## config.mk

```make
export PLATFORM = sky130hd
export DESIGN_NAME = i2s_adc_rx
export DESIGN_NICKNAME = d
export VERILOG_FILES = /design/src/rtl/i2s_adc_rx.sv
export SDC_FILE = /design/constraint.sdc
export NUM_CORES = 1
export LEC_CHECK = 0
export ABC_AREA = 0
export CAP_MARGIN = 30
export CORE_UTILIZATION = 57
export DETAILED_ROUTE_END_ITERATION = 12
export PLACE_DENSITY = 0.92
export SYNTH_ARGS = -nofsm -noshare
export SYNTH_HDL_FRONTEND = slang
export SYNTH_SLANG_ARGS = --single-unit
```

## constraint.sdc

```tcl
create_clock -name clk_48M -period 6.2 [get_ports clk_48M]
set_input_delay 1.86 -clock clk_48M [delete_from_list [all_inputs] [get_ports clk_48M]]
set_output_delay 1.86 -clock clk_48M [all_outputs]
set_load 0.02 [all_outputs]
```

## src/rtl/i2s_adc_rx.sv

```systemverilog
// I2S ADC capture: synchronises BCLK/LRCK/DATA into clk_48M, assembles {left,right}
// pairs and writes one word per stereo frame into the ADC FIFO, with debug flags.
module i2s_adc_rx #(
  parameter int DATA_W      = 16,
  parameter int SYNC_STAGES = 2
) (
  input  logic                clk_48M,
  input  logic                reset,
  input  logic                enable,
  input  logic                adc_bclk,
  input  logic                adc_lrck,
  input  logic                adc_dat,
  input  logic                fifo_full,
  output logic                fifo_wr_en,
  output logic [2*DATA_W-1:0] fifo_wr_data,
  output logic [15:0]         frame_cnt,
  output logic                overflow,
  output logic                frame_err,
  input  logic                clear_flags
);

  localparam int CW = $clog2(DATA_W + 1);
  localparam logic [CW-1:0] LAST_BIT = CW'(DATA_W - 1);

  localparam logic [1:0] ST_WAIT  = 2'd0;
  localparam logic [1:0] ST_SHIFT = 2'd1;
  localparam logic [1:0] ST_PAD   = 2'd2;

  logic [SYNC_STAGES-1:0] bclk_sync_q, bclk_sync_d;
  logic [SYNC_STAGES-1:0] lrck_sync_q, lrck_sync_d;
  logic [SYNC_STAGES-1:0] dat_sync_q,  dat_sync_d;
  logic                   bclk_prev_q, bclk_prev_d;
  logic                   lrck_prev_q, lrck_prev_d;

  logic [1:0]          state_q, state_d;
  logic                chan_q, chan_d;
  logic [CW-1:0]       bit_cnt_q, bit_cnt_d;
  logic [DATA_W-2:0]   sreg_q, sreg_d;
  logic [DATA_W-1:0]   left_hold_q, left_hold_d;
  logic                left_valid_q, left_valid_d;
  logic                wr_en_q, wr_en_d;
  logic [2*DATA_W-1:0] wr_data_q, wr_data_d;
  logic [15:0]         frame_cnt_q, frame_cnt_d;
  logic                overflow_q, overflow_d;
  logic                frame_err_q, frame_err_d;

  logic              bclk_s, lrck_s, dat_s;
  logic              bclk_rise, boundary;
  logic [DATA_W-1:0] shifted;

  always_comb begin
    bclk_sync_d = {bclk_sync_q[SYNC_STAGES-2:0], adc_bclk};
    lrck_sync_d = {lrck_sync_q[SYNC_STAGES-2:0], adc_lrck};
    dat_sync_d  = {dat_sync_q[SYNC_STAGES-2:0],  adc_dat};
    bclk_s      = bclk_sync_q[SYNC_STAGES-1];
    lrck_s      = lrck_sync_q[SYNC_STAGES-1];
    dat_s       = dat_sync_q[SYNC_STAGES-1];
    bclk_prev_d = bclk_s;
    bclk_rise   = bclk_s & ~bclk_prev_q;
    boundary    = bclk_rise & (lrck_s != lrck_prev_q);
    shifted     = {sreg_q, dat_s};
  end

  always_comb begin
    state_d      = state_q;
    chan_d       = chan_q;
    bit_cnt_d    = bit_cnt_q;
    sreg_d       = sreg_q;
    left_hold_d  = left_hold_q;
    left_valid_d = left_valid_q;
    wr_en_d      = 1'b0;
    wr_data_d    = wr_data_q;
    frame_cnt_d  = frame_cnt_q + {15'd0, wr_en_q};
    overflow_d   = overflow_q & ~clear_flags;
    frame_err_d  = frame_err_q & ~clear_flags;
    lrck_prev_d  = bclk_rise ? lrck_s : lrck_prev_q;

    if (!enable) begin
      state_d      = ST_WAIT;
      left_valid_d = 1'b0;
    end else begin
      case (state_q)
        ST_WAIT: begin
          if (boundary && !lrck_s) begin
            state_d   = ST_SHIFT;
            chan_d    = 1'b0;
            bit_cnt_d = '0;
          end
        end
        ST_SHIFT: begin
          // A boundary before DATA_W bits means the channel was short
          if (boundary) begin
            frame_err_d  = 1'b1;
            left_valid_d = 1'b0;
            chan_d       = lrck_s;
            bit_cnt_d    = '0;
          end else if (bclk_rise) begin
            sreg_d    = shifted[DATA_W-2:0];
            bit_cnt_d = bit_cnt_q + CW'(1);
            if (bit_cnt_q == LAST_BIT) begin
              state_d = ST_PAD;
              if (!chan_q) begin
                left_hold_d  = shifted;
                left_valid_d = 1'b1;
              end else if (left_valid_q) begin
                left_valid_d = 1'b0;
                if (!fifo_full) begin
                  wr_en_d   = 1'b1;
                  wr_data_d = {left_hold_q, shifted};
                end else begin
                  overflow_d = 1'b1;
                end
              end
            end
          end
        end
        ST_PAD: begin
          if (boundary) begin
            state_d   = ST_SHIFT;
            chan_d    = lrck_s;
            bit_cnt_d = '0;
          end
        end
        default: state_d = ST_WAIT;
      endcase
    end
  end

  always_ff @(posedge clk_48M) begin
    if (reset) begin
      bclk_sync_q  <= '0;
      lrck_sync_q  <= '0;
      dat_sync_q   <= '0;
      bclk_prev_q  <= 1'b0;
      lrck_prev_q  <= 1'b0;
      state_q      <= ST_WAIT;
      chan_q       <= 1'b0;
      bit_cnt_q    <= '0;
      sreg_q       <= '0;
      left_hold_q  <= '0;
      left_valid_q <= 1'b0;
      wr_en_q      <= 1'b0;
      wr_data_q    <= '0;
      frame_cnt_q  <= '0;
      overflow_q   <= 1'b0;
      frame_err_q  <= 1'b0;
    end else begin
      bclk_sync_q  <= bclk_sync_d;
      lrck_sync_q  <= lrck_sync_d;
      dat_sync_q   <= dat_sync_d;
      bclk_prev_q  <= bclk_prev_d;
      lrck_prev_q  <= lrck_prev_d;
      state_q      <= state_d;
      chan_q       <= chan_d;
      bit_cnt_q    <= bit_cnt_d;
      sreg_q       <= sreg_d;
      left_hold_q  <= left_hold_d;
      left_valid_q <= left_valid_d;
      wr_en_q      <= wr_en_d;
      wr_data_q    <= wr_data_d;
      frame_cnt_q  <= frame_cnt_d;
      overflow_q   <= overflow_d;
      frame_err_q  <= frame_err_d;
    end
  end

  assign fifo_wr_en   = wr_en_q;
  assign fifo_wr_data = wr_data_q;
  assign frame_cnt    = frame_cnt_q;
  assign overflow     = overflow_q;
  assign frame_err    = frame_err_q;

endmodule

```

**Yosys cells after proc, flatten, opt, wreduce, memory -nomap -nowiden**

Index checks and enable logic that the tools add are counted.

- Register bits: 99
- Word-level logic and storage cells: 90
- Input bits: 8
- Output and inout bits: 51

- Equality and inequality tests: 11
- Muxes and demuxes: 30
- Reductions and logical operators: 17
- $add $sub $neg: 2
- Bitwise operators: 14

Operator list:

| cell | number |
|---|---|
| $mux 5 | 4 |
| $mux 1 | 18 |
| $add 16x1->16 | 1 |
| $pmux 5 s3 | 1 |
| $mux 2 | 5 |
| $ne 2x2->1 const B | 5 |
| $not 1->1 | 10 |
| $reduce_and 5->1 | 2 |
| $reduce_and 4->1 | 2 |
| $reduce_and 8->1 | 1 |
| $reduce_or 8->1 | 1 |
| $pmux 2 s3 | 1 |
| $reduce_and 6->1 | 1 |
| $reduce_bool 2->1 | 3 |
| $add 5x1->5 const B | 1 |
| $eq 5x4->1 const B | 1 |
| $and 1x1->1 | 4 |
| $reduce_or 2->1 | 2 |
| $ne 3x3->1 const B | 1 |
| $reduce_and 3->1 | 1 |
| $reduce_bool 3->1 | 1 |
| $eq 2x1->1 const B | 1 |
| $eq 2x2->1 const B | 1 |
| $logic_not 2->1 | 1 |
| 5 further kinds | 5 |

**Longest topological paths before layout**

- Word-level depth: 10
- Mapped depth: 8
- Mapped depth without buffers: 7

**Least setup slack after synthesis**

Ideal clock, no wire load.

- Kind: input to register
- Start: input enable
- End: register left_hold_q[15]
- Stages: 5
- Arrival time: 2.936 ns
- Setup time: 0.128 ns
- Path buffers: 1
- Path slack: 3.136 ns
- Data required time: 6.072 ns
- Path through: nand4b_1 nor3_4 buf_4 mux2i_1 nor2_1

- Longest elaborated chain between the ends: 1

Ends and longest elaborated chain:

| what | line | text |
|---|---|---|
| start, declared | 9 | `input logic enable,` |
| $reduce_and 6->1 (no line) | -- |  |
| end signal, assigned | 157 | `left_hold_q <= left_hold_d;` |
| end, declared | 39 | `logic [DATA_W-1:0] left_hold_q, left_hold_d;` |

Every way passes these cells.
A chain may end at the register's enable or synchronous reset.

**Final worst setup path**

- Start: input enable
- End: register left_hold_q[4]

The elaborated chain is that of the path after synthesis.

==> metrics <==
Setup TNS 0 ns; status finished, violations left; Nets 471; Post-Place Worst Slack 2.09 ns; Die Wd between 80 and 90 um; Port Buffers 58; filler instances 480; CTS tree done; worst r2r dst left_hold_q[4]; compound-cell area share of the yosys netlist 0.0681; vias per cell between 5 and 6; Crit path buffers/inverters 1; DRC 4; Post-DRT Antenna Nets 0; Ant. Diodes 0; CTS Hold Bufs 0; Die Y 84.3 um; post-synthesis mux area share 0.130; leakage power approximately 1.6 nW; Post-Syn Nets approximately 420; multi-input logic area 0.00175 mm^2; largest net degree at the start of global routing 36; post-synthesis simple-gate area fraction 0.200; Hold WS roughly 0.45 ns; Clock Tree Root clkbuf_8; EDFF count, synth 0; worst path cell trace clkdlybuf4s50_1 -> nand4b_1 -> nor3_4 -> mux2i_1 -> nor2_1; sequential cell area fraction in the yosys report 0.514; Worst path slowest cell nor3_4; crit path launch type input port; Synth Area per Inst around 9.6 um^2; Setup crit end left_hold_q[4]; CP delay by family, top simple AND/OR/NAND/NOR gates; First-pass DRT Iterations 8; Netlist cell types 38; WP depth 5; CP arrival just over 4 ns; first-pass GRT wire length roughly 13,000 um; Clock Latency Late Sink 0.36 ns; vias in the first global route approximately 2,800; CTS buffer count 9; Initial Util 0.597; r2r setup slk 3.81 ns; Worst Setup SP enable; H-tree depth 3; FF+latch count, synth around 100; PwrDens roughly 230 mW/mm^2; Peak VDD IR 0.122 mV; core box area 0.00646 mm^2; die area 0.00710 mm^2; unrepaired setup endpoints after global routing no; FF/Latch Area ~0.002 mm^2; endpoints failing hold 0; post-cts resize count 0; top_reg_cell synth dfxtp_1; Post-CTS Setup Inserts 0; Worst Tran Pin Value slightly above 1 ns; routed wire length 7820 um; total track usage 0.230; max-cap violations 0; IO Count ~60; antenna violations before repair 0; Cell Area, Synth between 0.003 and 0.004 mm^2; layout cell share with drive strength beyond 1 0.0522; Worst R2R Path Depth 6; post-layout min period 3.80 ns; Mapped Cells about 400; Setup Skew ~0.0082 ns; YS warnings 0; worst-path fanout max 16; max incr delay on CP 0.90 ns; WL/cell 14.6 um; Worst Setup Path Type input port to flop; Worst-path clk slew ~0.09 ns; final worst slack 2.40 ns; Final GP Congestion between 0.8 and 0.9; Synth async-reset ratio 0; drt first-iter violations 162; failing checks DRC; post-DP HPWL about 5200 um; Worst Hold Class flop to flop; final setup vio count 0; Critical Path End Type flop; final worst path period share 0.613; Pins Over Slew Limit 0; clk sinks just under 100; area share of fa/ha/maj cells after synthesis 0.0259; XOR/XNOR share of the synthesized area 0.0292; vias after detailed routing roughly 2,900; largest family of logic cells by synthesized area simple AND/OR/NAND/NOR gates; Max Clk Rate roughly 260 MHz; maximum root-to-sink buffer count 2; num rows 29; GR Overflow Total 0; Reg-to-Reg Start state_q[1]; Slew HR 0.316; Req. time, crit path ~6.4 ns; Area Growth Syn to Fin 20.8%
flip-flops by register name, summed over array words and instances, names as in the netlist, 2 cells and up:
signal / flops
bclk_sync_q: 2
bit_cnt_q: 5
dat_sync_q: 2
fifo_wr_data: 32
frame_cnt: 16
left_hold_q: 16
lrck_sync_q: 2
sreg_q: 15
state_q: 2
placed cells by master, fill, tap and decap left out, types with 5 or more instances in the layout:
| cell type | Yosys | layout |
|---|---|---|
| clkbuf_8 | 0 | 9 |
| dfxtp_1 | 99 | 99 |
| nor3_1 | 5 | 5 |
| inv_1 | 8 | 8 |
| nor2b_1 | 11 | 11 |
| mux2i_1 | 49 | 49 |
| ha_1 | 8 | 8 |
| o21ai_0 | 12 | 12 |
| nand2_1 | 33 | 33 |
| nand3_1 | 8 | 8 |
| nor2_1 | 72 | 72 |
| nand4_1 | 5 | 5 |
| clkdlybuf4s50_1 | 0 | 57 |
| xnor2_1 | 10 | 10 |
| a21oi_1 | 25 | 25 |
through the flow:
step | power, W | area [um^2] | std cells | util
final | 0.00107 | 4660 | 537 | 0.721
after global routing | 0.00111 | 4660 | 537 | 0.721
after CTS | 0.00108 | 4660 | 537 | 0.721
after detailed placement | 0.000676 | 4470 | 521 | 0.692
after global placement | 0.000674 | 4450 | 520 | 0.688
after floorplan | 0.000667 | 3860 | 401 | -
report_power, final:
group	switching [W]	internal (W)	total (W)	leakage (nW)
Sequential	0.00000171	0.000637	0.000639	0.798
Combinational	0.0000145	0.00000813	0.0000226	0.655
Clock	0.000221	0.000190	0.000411	0.0983
per-layer routing:
layer | part of all wire | GRT usage | routed length (um)
met1 | 0.44 | 0.284 | 3420
met2 | 0.50 | 0.387 | 3880
met3 | 0.052 | 0.0501 | 403
met4 | 0.015 | 0.0987 | 121
met5 | 0 | 0 | 0
Yosys cell counts, drive strengths merged, types with 8 or more instances:
library cell / n / area share
inv: 8 / 0.0078
a21oi: 25 / 0.032
dfxtp: 99 / 0.51
mux2i: 49 / 0.13
nand2: 33 / 0.032
nor2b: 11 / 0.018
nand3: 8 / 0.010
xnor2: 10 / 0.023
ha: 8 / 0.026
o21ai: 12 / 0.016
nor2: 72 / 0.070
clkbuf: 12 / 0.012
kinds of logic (layout without fill, tap and decap cells):
| family | count (synthesis) | in the layout |
|---|---|---|
| AOI/OAI and AO/OA | 46 | 46 |
| and+or+nand+nor | 160 | 160 |
| adders and majority gates | 8 | 8 |
| muxes | 50 | 50 |
| buffers and inverters | 26 | 85 |
| DFF | 99 | 99 |
| xor gates and xnor gates | 12 | 12 |
how the worst min path moves through the flow:
| stage | cells after the start | slack (ns) | start | end |
|---|---|---|---|---|
| global placement | 1 | 0.42 | lrck_sync_q[0] | lrck_sync_q[1] |
| global route | 1 | 0.46 | dat_sync_q[0] | dat_sync_q[1] |
| detailed placement | 1 | 0.43 | lrck_sync_q[0] | lrck_sync_q[1] |
| CTS | 1 | 0.45 | dat_sync_q[0] | dat_sync_q[1] |
| floorplan | 1 | 0.41 | bclk_sync_q[0] | bclk_sync_q[1] |
| finish | 1 | 0.45 | lrck_sync_q[0] | lrck_sync_q[1] |
cell type report:
type | instances | share of cell area
clock buffers | 11 | 0.0282
multi-input cells | 276 | 0.375
repair buffers | 61 | 0.131
inverters | 8 | 0.00644
well taps | 77 | 0.0207
flip-flops and latches | 99 | 0.425
clock inverters | 5 | 0.0132
Power figures use the tool's default switching activity.
==> variant, RTL diff (same settings) <==
One comparison of `bit_cnt_q` changes from == to >=.
--- a/src/rtl/i2s_adc_rx.sv
+++ b/src/rtl/i2s_adc_rx.sv
@@ -97,7 +97,7 @@
           end else if (bclk_rise) begin
             sreg_d    = shifted[DATA_W-2:0];
             bit_cnt_d = bit_cnt_q + CW'(1);
-            if (bit_cnt_q == LAST_BIT) begin
+            if (bit_cnt_q >= LAST_BIT) begin
               state_d = ST_PAD;
               if (!chan_q) begin
                 left_hold_d  = shifted;
Formal check against the unedited RTL: no difference found for any inputs over 10 cycles, from zero or initial values and one cycle with reset high; that may be too few to reach the edited logic, so the function may still have changed.
==> variant against the unedited design <==
  * Cell area is 4.2% higher
  * Wire length is 6.7% higher
  * Combinational power increased by 13%
  * Sequential power is essentially flat
  * Power fell by 0.79%
  * Worst hold slack gained 0.0024 ns
  * Sequential cell count is the same
  * Setup slack got worse by 0.091 ns
  * Clock power shrank 3%
  * Via count up 12%
  * Synthesized area up 4.4%
  * Critical endpoint is now fifo_wr_data[27]
==> variant: results (changes against the unedited design) <==
{| class="wikitable"
! Metric !! Value
|-
| Run status || finished, final reports clean (was finished, violations left)
|-
| Wirelength per Cell || 14.0 um (was 14.6 um)
|-
| TritonRoute pass-1 iters || 4 (was 8)
|-
| M3 GR Usage || 3.95% (was 5.01%)
|-
| Area share of buffers outside the clock network || 12.7% (was 13.1%)
|-
| Layout clock buffer count || 9 (was 11)
|-
| Final-stage net count || 512 (was 471)
|-
| Final HPWL DP || 5.53 mm (was 5.22 mm)
|-
| Final Wtd Congestion || 0.916 (was 0.843)
|-
| Met2 Track Usage GR || 38.4% (was 38.7%)
|-
| Maximum net fanout on the critical path || 33 (was 16)
|-
| Leak || 1.59 nW (was 1.55 nW)
|-
| Largest stage delay on the critical path || 0.88 ns (was 0.90 ns)
|-
| Cell with the largest stage delay on the worst path || and3b_2 (was nor3_4)
|-
| DP Worst Slack || 1.95 ns (was 2.09 ns)
|-
| Synth unique cells || 46 (was 38)
|-
| Repair and plain buffers || 62 (was 61)
|-
| Total detailed-routing wirelength || 8.34 mm (was 7.82 mm)
|-
| Synth top cells by count || 107 x nand2_1, 99 x dfxtp_1, 48 x mux2i_1, 32 x nor2_1, 31 x a21oi_1 (was 99 x dfxtp_1, 72 x nor2_1, 49 x mux2i_1, 33 x nand2_1, 25 x a21oi_1)
|-
| Fraction of layout instances using a drive strength above 1 || 5.99% (was 5.22%)
|-
| Total nets after synthesis || 463 (was 417)
|-
| Fill count || 492 (was 480)
|-
| Number of placed instances, taps included || 580 (was 521)
|-
| Sequential fraction of the synthesis area || 49.2% (was 51.4%)
|-
| Relative area of clock buffers and inverters in the final design || 3.97% (was 4.14%)
|-
| Met1 usage || 30.6% (was 28.4%)
|-
| Relative max-transition margin || 35.6% (was 31.6%)
|-
| Number of sequential cells || 99 (unchanged)
|-
| Tap cells || 96 (was 77)
|-
| Share of cell area taken by multi-input logic gates || 39.3% (was 37.5%)
|-
| Number of global-route vias before repair || 2990 (was 2778)
|-
| Residual DRC count || 0 (was 4)
|}
-- variant: path summary, 6_finish.rpt --
check / from / endpoint / slack, ns / depth (start not counted)
max: enable / fifo_wr_data[27] / 2.31 / 5
min: bclk_sync_q[0] / bclk_sync_q[1] / 0.45 / 1
max reg2reg: state_q[1] / fifo_wr_data[27] / 3.62 / 6
min reg2reg: bclk_sync_q[0] / bclk_sync_q[1] / 0.45 / 1
-- variant: cells by family after synthesis --
group                      count (synthesis)  synth area share [%]
muxes                                     48                  11.9
xor gates and xnor gates                  10                  2.17
and+or+nand+nor                          192                  21.3
DFF                                       99                  49.2
buffers and inverters                     33                  3.48
AOI/OAI and AO/OA                         57                  9.41
adders and majority gates                  8                  2.49
-- variant: worst reg2reg max path: stages, from the launching register on --
cell and delay [ns]:
dfxtp_1 0.36, inv_1 0.09, ha_1 0.26, nand4b_1 0.29, nor3_1 0.35, and3b_2 0.88, mux2i_1 0.29
-- variant: where the power goes --
| part | internal [mW] | switching, mW |
|---|---|---|
| logic | 0.00797 | 0.0175 |
| registers | 0.637 | 0.00151 |
| clock network | 0.157 | 0.242 |
| total | 0.803 | 0.261 |
-- variant: per-stage QoR --
stage	utilization [%]	hold WS, ns	total power [mW]	instance area, um2
2_1_floorplan	-	0.414	0.670	4030
5_1_grt	71.4	0.467	1.10	4850
4_1_cts	71.1	0.453	1.07	4830
3_5_place_dp	68.3	0.430	0.677	4640
6_report	71.4	0.449	1.06	4850
3_3_place_gp	68.3	0.420	0.677	4640
-- variant: layer usage --
| metal | vias up | part of all wire, % |
|---|---|---|
| li1 | 1614 | - |
| met1 | 1576 | 46 |
| met2 | 98 | 48 |
| met3 | 16 | 4.6 |
| met4 | 0 | 1.8 |
| met5 | - | 0 |
